--- src/rtl/bin_to_bcd_converter.sv ---
// Sequential binary-to-BCD converter (double-dabble, one bit per clock).
// Produces a 4-digit packed BCD word for the display stage. Values above
// 9999 saturate to 9999 and raise overflow.
module bin_to_bcd_converter #(
  parameter int BIN_WIDTH = 14
) (
  input  logic                 clk,
  input  logic                 reset,
  input  logic                 start,
  input  logic [BIN_WIDTH-1:0] bin_in,
  output logic                 busy,
  output logic [15:0]          BCD_code,
  output logic                 valid_BCD,
  output logic                 overflow
);

  localparam int CW = $clog2(BIN_WIDTH);
  localparam logic [CW-1:0] LAST = CW'(BIN_WIDTH - 1);

  typedef enum logic [1:0] {IDLE, SHIFT, DONE} state_t;

  state_t               state;
  state_t               state_next;
  logic [BIN_WIDTH-1:0] shreg;
  logic [15:0]          scratch;
  logic [15:0]          scratch_adj;
  logic [CW-1:0]        count;
  logic                 ovf_pending;

  // Add 3 to every BCD digit that is 5 or more, so the following left shift
  // carries correctly into the next decimal digit. A carry out of the
  // thousands digit is dropped; such inputs are already flagged as overflow.
  function automatic logic [15:0] dabble(input logic [15:0] s);
    logic [15:0] r;
    r = s;
    for (int i = 0; i < 4; i++) begin
      if (s[4*i +: 4] >= 4'd5) r[4*i +: 4] = s[4*i +: 4] + 4'd3;
    end
    return r;
  endfunction

  assign scratch_adj = dabble(scratch);

  // State register; busy is registered alongside it so it tracks state != IDLE.
  always_ff @(posedge clk) begin
    if (reset) begin
      state <= IDLE;
      busy  <= 1'b0;
    end else begin
      state <= state_next;
      busy  <= (state_next != IDLE);
    end
  end

  // Next-state logic: accept start only in IDLE, shift BIN_WIDTH times, one DONE cycle.
  always_comb begin
    state_next = state;
    case (state)
      IDLE:    if (start) state_next = SHIFT;
      SHIFT:   if (count == LAST) state_next = DONE;
      DONE:    state_next = IDLE;
      default: state_next = IDLE;
    endcase
  end

  // Datapath: capture on accepted start, shift-and-adjust in SHIFT, publish in DONE.
  always_ff @(posedge clk) begin
    if (reset) begin
      shreg       <= '0;
      scratch     <= '0;
      count       <= '0;
      ovf_pending <= 1'b0;
      BCD_code    <= 16'h0000;
      valid_BCD   <= 1'b0;
      overflow    <= 1'b0;
    end else begin
      case (state)
        IDLE: begin
          if (start) begin
            shreg       <= bin_in;
            scratch     <= '0;
            count       <= '0;
            ovf_pending <= (32'(bin_in) > 32'd9999);
            valid_BCD   <= 1'b0;
          end
        end
        SHIFT: begin
          {scratch, shreg} <= {scratch_adj, shreg} << 1;
          count            <= count + 1'b1;
        end
        DONE: begin
          BCD_code  <= ovf_pending ? 16'h9999 : scratch;
          overflow  <= ovf_pending;
          valid_BCD <= 1'b1;
        end
        default: ;
      endcase
    end
  end

endmodule
--- config.mk ---
export PLATFORM = sky130hd
export DESIGN_NAME = bin_to_bcd_converter
export DESIGN_NICKNAME = d
export VERILOG_FILES = /design/src/rtl/bin_to_bcd_converter.sv
export SDC_FILE = /design/constraint.sdc
export NUM_CORES = 1
export LEC_CHECK = 0
export ABC_AREA = 0
export ABC_CLOCK_PERIOD_IN_PS = 1700
export CAP_MARGIN = 20
export CORE_MARGIN = 2
export CORE_UTILIZATION = 53
export CTS_CLUSTER_SIZE = 8
export DETAILED_ROUTE_END_ITERATION = 6
export MAX_ROUTING_LAYER = met4
export PLACE_DENSITY = 0.78
export RECOVER_POWER = 25
export REMOVE_ABC_BUFFERS = 1
export SKIP_CTS_REPAIR_TIMING = 1
export SLEW_MARGIN = 0
export SYNTH_ARGS = -nofsm -noshare
export SYNTH_HDL_FRONTEND = slang
export SYNTH_SLANG_ARGS = --single-unit
--- constraint.sdc ---
create_clock -name clk -period 1.7 [get_ports clk]
set_input_delay 0.34 -clock clk [delete_from_list [all_inputs] [get_ports clk]]
set_output_delay 0.34 -clock clk [all_outputs]
set_load 0.005 [all_outputs]
==> results.md, run 1 <==
- Top post-synthesis cells by area: dfxtp_1 (45%), ha_1 (5.1%), nor2_1 (4.6%)
- Comb pwr share: 8.5%
- Clock Latency Late Sink: 0.31 ns
- Cell taking the most area after synthesis: dfxtp_1
- Setup crit end kind: flop
- Required time worst endpoint: 1.95 ns
- Initial antenna violation count: 0
- Placed cell areas: 2850 sq um
- Max Cap Viol: 0
- DR vias: 2,076
- Routed Antenna Nets: 0
- Detailed-route DRC error count: 0
- Max FO, Critical Path: 11
- NetSw: 564 uW
- Fin. max-slew vios: 0
- Clk pwr share: 32.6%
- Hold Path Origin: BCD_code[6]$_SDFFE_PP0P_
- 1st-iter DRT viols: 134
- Skew final: 0.00369 ns
- Top-area cell type share of the netlist area: 45.5%
- Die ar.: 5220 sq um
- Post-route setup TNS: 0 ns
- # rows: 24
- Sequential share of power: 58.9%
- First-pass GRT wire length: 8980 um
- Syn avg cell area: 8.81 sq um
- Net Sw Frac: 24.1%
- CP startpoint: state[0]$_SDFF_PP0_
- Peak supply drop: 569 uV
- # IOs: 36
- Post-synthesis sequential area ratio: 45.5%
- Drt wl/cell: 13.8 um
- Share of layout cells above drive strength 1: 6.67%
- Post-route minimum period: 1.55 ns
- Clock Path Buffers: 2
- Final Cycle Share: 91.2%
- IO Port Bufs: 35
- Ys Warns: 0
- Max Fclk: 0.645 GHz
- GRT Total Usage: 22.1%
- Fin area: 2930 sq um
- Max_slew headroom: 49.0%
- Syn Inst Count: 280
- # H-tree levels: 2
- Synth cell count leaders: dfxtp_1 (56), nor2_1 (30), a21oi_1 (20), nor3_1 (20), inv_1 (18)
- Kind of launch point of the worst setup path: flop
- Area Growth Syn to Fin: 18.8%
- Routed WL: 5060 um
- Hold path cells: 2
- Most frequent cell after synthesis: dfxtp_1
- N_diodes: 0
- FFs w/ async S/R, synth: 0%
- Power density over the cells: 799 nW/um^2
- Final HPWL DP: 3380 um
- Largest net degree at the start of global routing: 46
- Reg-to-Reg Start: state[0]$_SDFF_PP0_
- CTS tree: done
- Outcome: finished, final reports clean
- First-pass iteration count of the detailed router: 4
- Post-synth cell types: 36
- Worst Hold Class: flop to flop
- Cell Area, Synth: 2470 sq um
- Cells on worst reg2reg path: 4
- Hold Fails Final Rpt: 0
- Die width: 72.2 um
- CTS Sinks: 56
- CP Class: flop to flop
- GP Congestion: 0.786
- RSZ-0062 raised after global routing: no
- Leak: 0.00108 uW
- Core box area: 4410 sq um
- Yosys reg bits: 56
- Vias per cell: 5.66
- Worst Max-Slew Pin Slew: 0.763 ns
- CTS root buf: clkbuf_8
- Die Ht: 72.2 um
- Setup violations, final: 0
- Critical path arrival: 1.80 ns
- Int Power: 1780 uW
- Number of flops mapped to enable cells by yosys: 0
- Initial core utilization: 55.9%
- Num CTS Buffers: 5
- Remaining global-route overflow: 0
- Vias in the first global route: 2,042
- Clock slew at reported path FFs: 0.10 ns
- Fin nets: 341
- Primary FF master, synth: dfxtp_1
## flip-flops by register name, summed over array words and instances (netlist names)
register     cells
valid_BCD        1
busy             1
shreg           14
state            2
count            4
scratch         16
ovf_pending      1
overflow         1
BCD_code        16
## power groups by stage
stage,clock (uW),sequential [uW],combinational [uW]
after global placement,0,1410,199
after floorplan,0,1400,101
after CTS,784,1380,204
after detailed placement,0,1410,204
final,763,1380,198
after global routing,809,1390,222
## critical path: stages, from the launching register on
cell and delay [ns]:
dfxtp_1 0.43, nor2_1 0.17, nor2_2 0.05, nor2_1 0.58, a22o_1 0.26
## stage by stage
stage,utilization (%),setup WS [ns],total power [uW],hold WS [ns],cells
6_report,66.4,0.150,2340,0.455,367
5_1_grt,66.4,0.0224,2420,0.480,367
4_1_cts,66.7,0.146,2370,0.458,367
3_5_place_dp,64.6,-0.157,1610,0.444,359
3_3_place_gp,64.6,-0.139,1610,0.439,359
2_1_floorplan,-,0.170,1500,0.409,262
## area by class of cell
cell class              instances  area (sq um)
repair buffers                 45           413
flip-flops and latches         56          1120
well taps                      52          65.1
multi-input cells             186          1160
inverters                      20          75.1
clock buffers                   7          86.3
clock inverters                 1          7.51
fillers                       385          1490
## worst paths after layout
check | slack, ns | end
max | 0.15 | scratch[2]$_SDFFE_PP0P_
min | 0.46 | BCD_code[6]$_SDFFE_PP0P_
max reg2reg | 0.15 | scratch[2]$_SDFFE_PP0P_
min reg2reg | 0.46 | BCD_code[6]$_SDFFE_PP0P_
## layer usage
layer / part of all wire (%) / up-vias / track usage [%]
li1: - / 1055 / -
met1: 46 / 967 / 27.4
met2: 48 / 47 / 35.6
met3: 4.0 / 7 / 4.44
met4: 1.6 / 0 / 8.39
met5: 0 / - / -
## cell usage in the layout, fill, tap and decap left out
master	n
nand2_1	12
clkbuf_8	6
nand2_2	1
a21oi_1	20
clkdlybuf4s50_1	35
or3_1	5
clkbuf_1	3
a211oi_1	5
clkinvlp_4	1
nor3_1	20
dfxtp_1	56
o21ai_0	10
xor2_1	3
nor4_1	1
mux2_2	1
buf_4	5
inv_1	18
nand2b_4	1
clkbuf_2	2
a22oi_1	3
ha_1	10
or2b_1	1
clkbuf_4	1
mux2i_1	4
nand3b_1	4
and2_1	1
nor2_2	1
inv_2	2
a31oi_1	1
a221oi_1	9
and3_1	1
nand4b_1	1
nand2b_1	5
nand3_1	7
nor2_1	31
o22ai_1	13
a22o_1	11
xnor2_1	4
## cells by family after synthesis
logic type	after synthesis	share of synthesized area [%]
fa+ha+maj	10	5.07
compound gates	72	19.2
mux	5	2.08
flops	56	45.5
xor+xnor	7	2.49
buf+inv	38	7.36
simple gates	92	18.4
(Power assumes the default switching activity.)
==> run 2, diff against run 1 <==
- CORE_ASPECT_RATIO: default -> 1.1
==> results.md, run 2 (synthesized netlist as in run 1, its figures left out) <==
- Hold Path Origin: BCD_code[5]$_SDFFE_PP0P_
- Power density over the cells: 830 nW/um^2
- GRT Total Usage: 20.8%
- Regs by FF count: BCD_code x16, scratch x16, shreg x14
- DR vias: 2,054
- # rows: 26
- Worst Max-Slew Pin Slew: 0.702 ns
- Fin area: 2970 sq um
- RSZ-0062 raised after global routing: no
- Cells on worst reg2reg path: 3
- Die Ht: 75.5 um
- Remaining global-route overflow: 0
- Drt wl/cell: 13.5 um
- R2r setup slk: 0.19 ns
- CP Cell Sequence: or2b_1, o22ai_1, a221oi_1
- Critical path arrival: 1.73 ns
- Max Fclk: 0.663 GHz
- Required time worst endpoint: 1.92 ns
- IO Port Bufs: 35
- Final HPWL DP: 3360 um
- CTS tree: done
- Hold Fails Final Rpt: 0
- Vias in the first global route: 1,847
- Max Cap Viol: 0
- Initial antenna violation count: 0
- Reg-to-Reg Start: state[0]$_SDFF_PP0_
- CTS Sinks: 56
- CP Class: flop to flop
- Outcome: finished, final reports clean
- # H-tree levels: 2
- Area Growth Syn to Fin: 20.3%
- 1st-iter DRT viols: 78
- GP Congestion: 0.810
- CP max-delay cell: dfxtp_1
- Clock Latency Late Sink: 0.31 ns
- # IOs: 36
- Num CTS Buffers: 5
- Skew final: 0.00673 ns
- Detailed-route DRC error count: 0
- Fin worst setup slack: 0.192 ns
- Commonest non-fill, non-tap cell in the layout: dfxtp_1
- R2R Path End: shreg[10]$_SDFFE_PP0P_
- Fin. max-slew vios: 0
- Vias per cell: 5.55
- Post-route minimum period: 1.51 ns
- CTS root buf: clkbuf_8
- Max_slew headroom: 53.1%
- Die ar.: 5220 sq um
- Clock slew at reported path FFs: 0.09 ns
- CP peak stage delay: 0.55 ns
- Peak supply drop: 490 uV
- Fin nets: 340
- Max FO, Critical Path: 15
- Clock Path Buffers: 2
- Share of layout cells above drive strength 1: 7.32%
- N_diodes: 0
- Routed Antenna Nets: 0
- Worst Hold Class: flop to flop
- Core box area: 4550 sq um
- DP Worst Slack: -0.119 ns
- Finished Core Util: 65.1%
- Hold Path End: BCD_code[5]$_SDFFE_PP0P_
- Final Cycle Share: 88.7%
- Placed cell areas: 2860 sq um
- First-pass iteration count of the detailed router: 4
- First-pass GRT wire length: 8550 um
- Hold path cells: 2
- Die width: 69.0 um
- Hold WS: 0.452 ns
- Most frequent cells in the layout: dfxtp_1 (56), clkdlybuf4s50_1 (35), nor2_1 (31), a21oi_1 (20), nor3_1 (20)
- Initial core utilization: 54.1%
- Routed WL: 4990 um
- Setup violations, final: 0
- Kind of launch point of the worst setup path: flop
- Largest net degree at the start of global routing: 36
- Leak: 0.00109 uW
- Setup crit end kind: flop
- Post-route setup TNS: 0 ns
run 2: cell types whose count changed in the layout (fill, tap and decap cells not counted), sizes merged:
cell	previous run	this run
clkbuf	12	6
bufinv	0	1
clkinv	0	1
buf	5	8
run 2: worst max-delay path: cells and delay by family, from the launching register on:
kind / cells / cell delay, ns
flip-flops: 1 / 0.55
AND/OR/NAND/NOR: 1 / 0.47
AO/OA/AOI/OAI: 2 / 0.40
run 2: layout make-up:
| type | count | area (sq um) |
|---|---|---|
| clock buffer | 5 | 68.8 |
| multi-input combinational | 186 | 1160 |
| timing repair buffer | 44 | 428 |
| tap | 56 | 70.1 |
| sequential | 56 | 1120 |
| fill | 400 | 1590 |
| inverter | 20 | 75.1 |
| clock inverter | 3 | 42.5 |
run 2: layer usage:
metal	wire, um	vias to the layer above	track usage, %	part of all wire, %
met5	0	-	-	0
met4	68	0	7.84	1.4
met3	189	6	3.57	3.8
met2	2390	47	34.5	48
met1	2340	944	25.8	47
li1	-	1057	-	-
run 2: power by group:
| group | switching [uW] | total [uW] | internal [uW] |
|---|---|---|---|
| combinational | 105 | 205 | 100 |
| sequential | 31.6 | 1380 | 1350 |
| clock | 440 | 876 | 437 |
run 2: worst max path at each step:
stage / start / cells after the start / to
after CTS: state[0]$_SDFF_PP0_ / 3 / shreg[10]$_SDFFE_PP0P_
after global routing: state[0]$_SDFF_PP0_ / 3 / shreg[6]$_SDFFE_PP0P_
after global placement: start / 5 / scratch[10]$_SDFFE_PP0P_
after detailed placement: start / 5 / scratch[5]$_SDFFE_PP0P_
final: state[0]$_SDFF_PP0_ / 3 / shreg[10]$_SDFFE_PP0P_
after floorplan: state[0]$_SDFF_PP0_ / 3 / scratch[11]$_SDFFE_PP0P_
run 2: through the flow:
stage	cells	power (uW)
after global routing	370	2560
after global placement	362	1610
final	370	2460
after detailed placement	362	1620
after floorplan	262	1500
after CTS	370	2480
